### config.mk
export PLATFORM = sky130hd
export DESIGN_NAME = snn_spike_readout_flat
export DESIGN_NICKNAME = d
export VERILOG_FILES = /design/src/rtl/snn_pkg.sv /design/src/rtl/snn_spike_readout_if.sv /design/src/rtl/snn_argmax_scan.sv /design/src/rtl/snn_spike_readout.sv /design/src/flat_wrapper.sv
export SDC_FILE = /design/constraint.sdc
export NUM_CORES = 2
export LEC_CHECK = 0
export ABC_CLOCK_PERIOD_IN_PS = 26300
export CAP_MARGIN = 20
export CORE_ASPECT_RATIO = 1.2
export CORE_MARGIN = 2
export CORE_UTILIZATION = 56
export CTS_CLUSTER_SIZE = 30
export DETAILED_ROUTE_END_ITERATION = 10
export HOLD_SLACK_MARGIN = 0.02
export PLACE_DENSITY = 0.77
export SLEW_MARGIN = 20
export SYNTH_ARGS = -nofsm -noshare
export SYNTH_HDL_FRONTEND = slang
export SYNTH_SLANG_ARGS = --single-unit
### constraint.sdc
create_clock -name clk -period 26.3 [get_ports clk]
set_clock_uncertainty 0.2 [all_clocks]
set_input_delay 5.26 -clock clk [delete_from_list [all_inputs] [get_ports clk]]
set_output_delay 5.26 -clock clk [all_outputs]
set_load 0.005 [all_outputs]
### src/rtl/snn_pkg.sv
// Shared types and width helpers for the SNN readout path.
package snn_pkg;

  typedef enum logic [1:0] {RO_IDLE, RO_ACCUM, RO_SCAN, RO_HOLD} readout_state_t;

  // Width of a counter that has to hold the values 0..t_steps.
  function automatic int cw_of(input int t_steps);
    return $clog2(t_steps + 1);
  endfunction

  function automatic int iw_of(input int n);
    return (n <= 1) ? 1 : $clog2(n);
  endfunction

endpackage

### src/rtl/snn_spike_readout_if.sv
// Spike-in / class-out port bundle between the LIF core, the readout and its consumer.
interface snn_spike_readout_if import snn_pkg::*; #(
  parameter int N       = 96,
  parameter int T_STEPS = 100
);
  localparam int CW = cw_of(T_STEPS);
  localparam int IW = iw_of(N);

  logic          start;
  logic          step_valid;
  logic [N-1:0]  spikes_vec;
  logic          busy;
  logic          start_err;
  logic          result_valid;
  logic          result_ready;
  logic [IW-1:0] result_class;
  logic [CW-1:0] result_count;
  logic          result_tie;
  logic          result_silent;

  modport master (
    output start, step_valid, spikes_vec, result_ready,
    input  busy, start_err, result_valid, result_class, result_count,
           result_tie, result_silent
  );

  modport slave (
    input  start, step_valid, spikes_vec, result_ready,
    output busy, start_err, result_valid, result_class, result_count,
           result_tie, result_silent
  );
endinterface

### src/rtl/snn_argmax_scan.sv
// Sequential argmax: fed one (index, count) pair per cycle, keeps the running
// winner (lowest index on equal counts) and whether the winning count is shared.
module snn_argmax_scan #(
  parameter int IW = 7,
  parameter int CW = 7
) (
  input  logic          clk,
  input  logic          rst,
  input  logic          scan_en,
  input  logic          scan_first,
  input  logic [IW-1:0] idx,
  input  logic [CW-1:0] cnt,
  output logic [IW-1:0] best_idx,
  output logic [CW-1:0] best_cnt,
  output logic          best_tie
);

  always_ff @(posedge clk or posedge rst) begin
    if (rst) begin
      best_idx <= '0;
      best_cnt <= '0;
      best_tie <= 1'b0;
    end else if (scan_en) begin
      // The first element seeds the winner, so no sentinel value is needed.
      if (scan_first || (cnt > best_cnt)) begin
        best_idx <= idx;
        best_cnt <= cnt;
        best_tie <= 1'b0;
      end else if (cnt == best_cnt) begin
        best_tie <= 1'b1;
      end
    end
  end

endmodule

### src/rtl/snn_spike_readout.sv
// Frame-level spike counter and argmax classifier sitting behind the LIF core.
module snn_spike_readout import snn_pkg::*; #(
  parameter int N       = 96,
  parameter int T_STEPS = 100
) (
  input logic                clk,
  input logic                rst,
  snn_spike_readout_if.slave bus
);

  localparam int            CW        = cw_of(T_STEPS);
  localparam int            IW        = iw_of(N);
  localparam logic [CW-1:0] CNT_MAX   = '1;
  localparam logic [CW-1:0] STEP_LAST = CW'(T_STEPS - 1);
  localparam logic [IW-1:0] IDX_LAST  = IW'(N - 1);

  readout_state_t state_q, state_d;
  logic [CW-1:0]  step_cnt_q;
  logic [IW-1:0]  scan_idx_q;
  logic [CW-1:0]  cnt_q [N];
  logic           frame_start, step_take, scan_en, hold;
  logic [IW-1:0]  best_idx;
  logic [CW-1:0]  best_cnt;
  logic           best_tie;

  // NOTE: sequential state uses <= so every flop samples pre-edge values.
  always_ff @(posedge clk or posedge rst) begin
    if (rst) state_q <= RO_IDLE;
    else     state_q <= state_d;
  end

  // NOTE: every always_comb output gets a default first so no latch is inferred.
  always_comb begin
    state_d     = state_q;
    frame_start = 1'b0;
    step_take   = 1'b0;
    scan_en     = 1'b0;
    unique case (state_q)
      RO_IDLE: begin
        if (bus.start) begin
          frame_start = 1'b1;
          state_d     = RO_ACCUM;
        end
      end
      RO_ACCUM: begin
        step_take = bus.step_valid;
        if (step_take && (step_cnt_q == STEP_LAST)) state_d = RO_SCAN;
      end
      RO_SCAN: begin
        scan_en = 1'b1;
        if (scan_idx_q == IDX_LAST) state_d = RO_HOLD;
      end
      RO_HOLD: begin
        if (bus.result_ready) state_d = RO_IDLE;
      end
      default: state_d = RO_IDLE;
    endcase
  end

  // NOTE: the count array is reset too, so no stale frame survives a reset.
  always_ff @(posedge clk or posedge rst) begin
    if (rst) begin
      step_cnt_q <= '0;
      for (int i = 0; i < N; i++) cnt_q[i] <= '0;
    end else if (frame_start) begin
      step_cnt_q <= '0;
      for (int i = 0; i < N; i++) cnt_q[i] <= '0;
    end else if (step_take) begin
      step_cnt_q <= step_cnt_q + 1'b1;
      for (int i = 0; i < N; i++) begin
        if (bus.spikes_vec[i] && (cnt_q[i] != CNT_MAX)) cnt_q[i] <= cnt_q[i] + 1'b1;
      end
    end
  end

  always_ff @(posedge clk or posedge rst) begin
    if (rst)              scan_idx_q <= '0;
    else if (frame_start) scan_idx_q <= '0;
    else if (scan_en)     scan_idx_q <= (scan_idx_q == IDX_LAST) ? '0 : scan_idx_q + 1'b1;
  end

  snn_argmax_scan #(.IW(IW), .CW(CW)) u_scan (
    .clk        (clk),
    .rst        (rst),
    .scan_en    (scan_en),
    .scan_first (scan_idx_q == '0),
    .idx        (scan_idx_q),
    .cnt        (cnt_q[scan_idx_q]),
    .best_idx   (best_idx),
    .best_cnt   (best_cnt),
    .best_tie   (best_tie)
  );

  // Result fields are only exposed while a result is pending.
  assign hold              = (state_q == RO_HOLD);
  assign bus.busy          = (state_q == RO_ACCUM) || (state_q == RO_SCAN);
  assign bus.start_err     = bus.start && (state_q != RO_IDLE);
  assign bus.result_valid  = hold;
  assign bus.result_class  = hold ? best_idx : '0;
  assign bus.result_count  = hold ? best_cnt : '0;
  assign bus.result_tie    = hold && best_tie;
  assign bus.result_silent = hold && (best_cnt == '0);

endmodule

### src/flat_wrapper.sv
// flat-port wrapper written by rule: the top's interface ports become plain ports
module snn_spike_readout_flat import snn_pkg::*;
#(
  parameter int N       = 96,
  parameter int T_STEPS = 100
)
  (clk, rst, bus_start, bus_step_valid, bus_spikes_vec, bus_result_ready, bus_busy, bus_start_err, bus_result_valid, bus_result_class, bus_result_count, bus_result_tie, bus_result_silent);
  snn_spike_readout_if #(.N(N), .T_STEPS(T_STEPS)) bus_i ();
  input logic clk;
  input logic rst;
  input wire logic [$bits(bus_i.start)-1:0] bus_start;
  input wire logic [$bits(bus_i.step_valid)-1:0] bus_step_valid;
  input wire logic [$bits(bus_i.spikes_vec)-1:0] bus_spikes_vec;
  input wire logic [$bits(bus_i.result_ready)-1:0] bus_result_ready;
  output wire logic [$bits(bus_i.busy)-1:0] bus_busy;
  output wire logic [$bits(bus_i.start_err)-1:0] bus_start_err;
  output wire logic [$bits(bus_i.result_valid)-1:0] bus_result_valid;
  output wire logic [$bits(bus_i.result_class)-1:0] bus_result_class;
  output wire logic [$bits(bus_i.result_count)-1:0] bus_result_count;
  output wire logic [$bits(bus_i.result_tie)-1:0] bus_result_tie;
  output wire logic [$bits(bus_i.result_silent)-1:0] bus_result_silent;
  assign bus_i.start = bus_start;
  assign bus_i.step_valid = bus_step_valid;
  assign bus_i.spikes_vec = bus_spikes_vec;
  assign bus_i.result_ready = bus_result_ready;
  assign bus_busy = bus_i.busy;
  assign bus_start_err = bus_i.start_err;
  assign bus_result_valid = bus_i.result_valid;
  assign bus_result_class = bus_i.result_class;
  assign bus_result_count = bus_i.result_count;
  assign bus_result_tie = bus_i.result_tie;
  assign bus_result_silent = bus_i.result_silent;
  snn_spike_readout #(.N(N), .T_STEPS(T_STEPS)) u_core (.clk(clk), .rst(rst), .bus(bus_i));
endmodule
* Word level (Yosys, flattened, before mapping) *
Index checks and enable logic that the tools add are counted.

cells by class
  add/subtract/negate cells = 98
  $lt $le $gt $ge = 2
  eq/ne operators = 106
  multiplexer cells = 119
  bitwise operators = 1
  reduce and logical (&&, ||, !) cells = 304

operators by type and width
  operator               count
  $mux W672              2
  $mux W7                105
  $add A7 B1 Y7 const B  98
  $ne A7 B7 Y1 const B   96
  $reduce_bool A2 Y1     100
  $reduce_and A2 Y1      98
  $logic_and A1 B1 Y1    100
  $bmux W7 S7            1
  $eq A7 B7 Y1 const B   2
  $logic_not A7 Y1       2
  $ge A8 B8 Y1 const B   1
  $mux W2                4
  $not A7 Y8             1
  $pmux W2 S4            1
  $eq A7 B7 Y1           1
  $gt A7 B7 Y1           1
  $mux W1                6
  $eq A2 B2 Y1 const B   2
  $ne A2 B1 Y1 const B   2
  $ne A2 B2 Y1 const B   2
  $reduce_and A4 Y1      1
  $eq A2 B1 Y1 const B   1
  $logic_not A2 Y1       1
  $logic_or A1 B1 Y1     2

storage, ports and cells
  register bits = 703
  bits of input ports = 101
  output and inout bits = 19

* Longest topological paths before layout *
  word-level depth = 8
  mapped depth = 20

* Modules after synthesis *
Synthesis repeated with hierarchy kept, for this count alone.

second synthesis, totals
  cell total of the unflattened synthesis = 3630
  area total of the unflattened synthesis = 38862.3 um^2

modules (own cells, without submodules)
  module             times used  cells each  area each (um^2)  sequential area each (um^2)
  snn_spike_readout  1           3571        38032.7           17216.5
  snn_argmax_scan    1           59          829.5             375.4

* Worst setup path before layout *
OpenSTA, ideal clock, no wires.

  path kind = input to output
  start point = input port bus_start
  end point = output port bus_start_err
  data arrival time = 5391 ps
  required time = 20840 ps
  path slack = 15449 ps
  cell stages on the path = 1
  cell sequence = nor2b_1

between the ends
  cells in the longest elaborated chain, start to end = 1

ends and longest elaborated chain
  what                 RTL line                 source
  start: declaration   flat_wrapper.sv:11       input wire logic [$bits(bus_i.start)-1:0] bus_start;
  $logic_and A1 B1 Y1  snn_spike_readout.sv:97  assign bus.start_err = bus.start && (state_q != RO_IDLE);
  end: declaration     flat_wrapper.sv:16       output wire logic [$bits(bus_i.start_err)-1:0] bus_start_err;

No other way between the ends.

* Worst setup path after layout *
Ends and elaborated chain as after synthesis.

==> run metrics <==
clock slew at reported path FFs 60 ps; count of routing violations after the opening detailed-route iteration 2577; Clock Root Buffer clkbuf_16; reported max-cap violation count 0; number of buffers between clock root and the deepest sink 3; summed negative setup slack over all endpoints 0 ps; # DRC 0; Mapped Avg Cell Area 10.3 sq um; placeable core region 68300 sq um; global placer's final weighted congestion 0.947; startpoint type of the worst setup path primary input; Post-synth EDFFs 0; die footprint 71200 sq um; starting density of the core 0.566; maximum number of pins on one net before global-route repair 226; die boundary height 292 um; post-synth net total 3948; count of different cell masters after synthesis 69; min-delay worst type reg -> reg; count of input and output buffers 119; combined buffer and inverter count along the critical path 2; hpwl dp 70.4 mm; category of the worst setup path capture point output port; CTS tree done; most used flip-flop cell after synthesis dfrtp_1; count of final setup violators 0; area added between synthesis and finish 10.9%; final-layout fill cell count 5464; required time at the worst-slack endpoint 20840 ps; CP max-delay cell clkdlybuf4s50_1; crit path kind in -> out; Hold-fix buffers, CTS 0; fraction of the core area covered by cells at the end of the flow 0.628; sequential cell area fraction in the yosys report 0.455; via count of the first global-routing pass 29100; worst-margin pin slew 1190 ps; # nets final 3998; postcts setup bufs 0; Total Wirelength 103 mm; antenna violations before repair 0; maximum fanout along the worst path 3; aggregate global-route resource usage 0.290; most used cells in the layout excluding fill and tap cells nor2_1 (795), dfrtp_1 (700), nand2_1 (253); share of the clock period used by the worst path 0.451; timing-limited maximum frequency 84.4 MHz; reported leakage power 18.9 nW; wire length per cell 21.7 um; DRT Pass-1 Iters 6; Post-CTS Resized 0; family of cells with the greatest summed delay on the critical path buffers and inverters; number of clock sinks 703; Inserted Clock Buffers 74; power density normalized to cell area 103 nW/um^2; final critical delay including setup and external delays 11860 ps; Critical Path, Cell by Cell clkdlybuf4s50_1, nor2b_1, clkdlybuf4s50_1; placed insts 4620; status finished, final reports clean; CP arrival 6400 ps; ant diodes 0; global-route wire length before repair 162 mm; most common library cell in the layout ignoring fill and taps nor2_1; total via count in the routed design 29800; Async S/R FF share, synth 1.00; instance count of the mapped netlist 3737; residual antenna-violating net count after detailed routing 0; Critical Path Max Stage Delay 500 ps; Row Count 105; via/cell ratio 6.27; share of layout cells above drive strength 1 0.0742; count of endpoints failing hold in the final timing report 0; worst relative slew slack 0.187; max-slew violation count 0; maximum VDD drop 0.0711 mV; Seq cells post-synth 703; setup repair after global routing missed its margin no; Most common cell on crit path clkdlybuf4s50_1; horizontal die dimension 244 um; Synth Warn # 0; maximum level of the CTS H-tree 3; total gr overflow 0; post-layout instance count excluding filler cells 4750; Ports 120; post-synthesis instance area 38700 sq um; later-pin clock latency in the skew report 640 ps
[worst register-to-register path, delay by kind of cell (launching register included)]
kind | cells | cell delay (ps)
compound gates | 6 | 2190
simple gates | 3 | 1280
flops | 1 | 830
buf+inv | 1 | 830
mux | 1 | 390
fa+ha+maj | 1 | 370
[routing by layer]
metal,track usage,up-vias,part of all wire,wire length [um]
met5,0,-,0,0
met4,0.167,0,0.062,6340
met3,0.0433,307,0.065,6740
met2,0.474,1072,0.48,49800
met1,0.369,14900,0.39,40100
li1,-,13500,-,-
[cell type report]
type / count / area (sq um) / area share
Sequential cell: 703 / 17600 / 0.411
Multi-Input combinational cell: 2846 / 20200 / 0.471
Clock inverter: 19 / 228 / 0.00531
Timing Repair Buffer: 145 / 1410 / 0.0329
Clock buffer: 111 / 2240 / 0.0524
Tap cell: 909 / 1140 / 0.0265
Inverter: 17 / 71.3 / 0.00166
[through the flow]
stage          power [mW]  cell area, sq um  setup WS [ps]  hold WS, ps
2_1_floorplan        2.79             38700           1120          238
4_1_cts              4.38             42900          14430          275
5_1_grt              4.62             42900          14370          302
3_3_place_gp         3.24             40400          14410          256
6_report             4.40             42900          14450          272
3_5_place_dp         3.29             40400          14440          260
[synthesized netlist by cell type (97+ instances only)]
library cell    n  share of area
nand2_1       253          0.025
a31oi_1       159          0.026
mux2i_1       203          0.053
xnor2_1       240          0.054
nand3_1       105          0.014
and4_1        144          0.033
xor2_1        247          0.056
nor2_1        795          0.077
dfrtp_1       703           0.46
nand4_1       150          0.024
clkbuf_1       97         0.0094
ha_1          110          0.036
mux4_2        110          0.064
[path summary, 6_finish.rpt]
check / slack (ps) / depth (start not counted) / to / startpoint
min in group asynchronous: 4930 / 2 / u_core.cnt_q[69] / rst
max in group asynchronous: 18570 / 4 / u_core.scan_idx_q[2] / rst
worst min-delay path: 270 / 2 / u_core.u_scan.best_idx[0] / u_core.u_scan.best_idx[0]
worst max register to register: 20110 / 12 / u_core.u_scan.best_cnt[5] / u_core.scan_idx_q[1]
worst max-delay path: 14450 / 3 / bus_start_err / bus_start
worst min register to register: 270 / 2 / u_core.u_scan.best_idx[0] / u_core.u_scan.best_idx[0]
[state kept, by name, indices dropped and copies added (netlist names)]
name	count
u_core.scan_idx_q	7
u_core.step_cnt_q	7
u_core.u_scan.best_idx	7
u_core.cnt_q	672
u_core.u_scan.best_tie	1
u_core.state_q	2
u_core.u_scan.best_cnt	7
[where the power goes]
| group | switching, mW | internal (mW) | total, mW |
|---|---|---|---|
| logic | 0.895 | 0.642 | 1.54 |
| clock network | 0.442 | 0.637 | 1.08 |
| registers | 0.422 | 1.36 | 1.78 |
| total | 1.76 | 2.64 | 4.40 |
[cell families after synthesis]
kind of cell	synth area share
compound gates	0.0637
xor+xnor	0.110
fa+ha+maj	0.0356
buf+inv	0.0235
flops	0.455
mux	0.122
simple gates	0.190
Note: power is estimated with default switching activity, not from simulation.
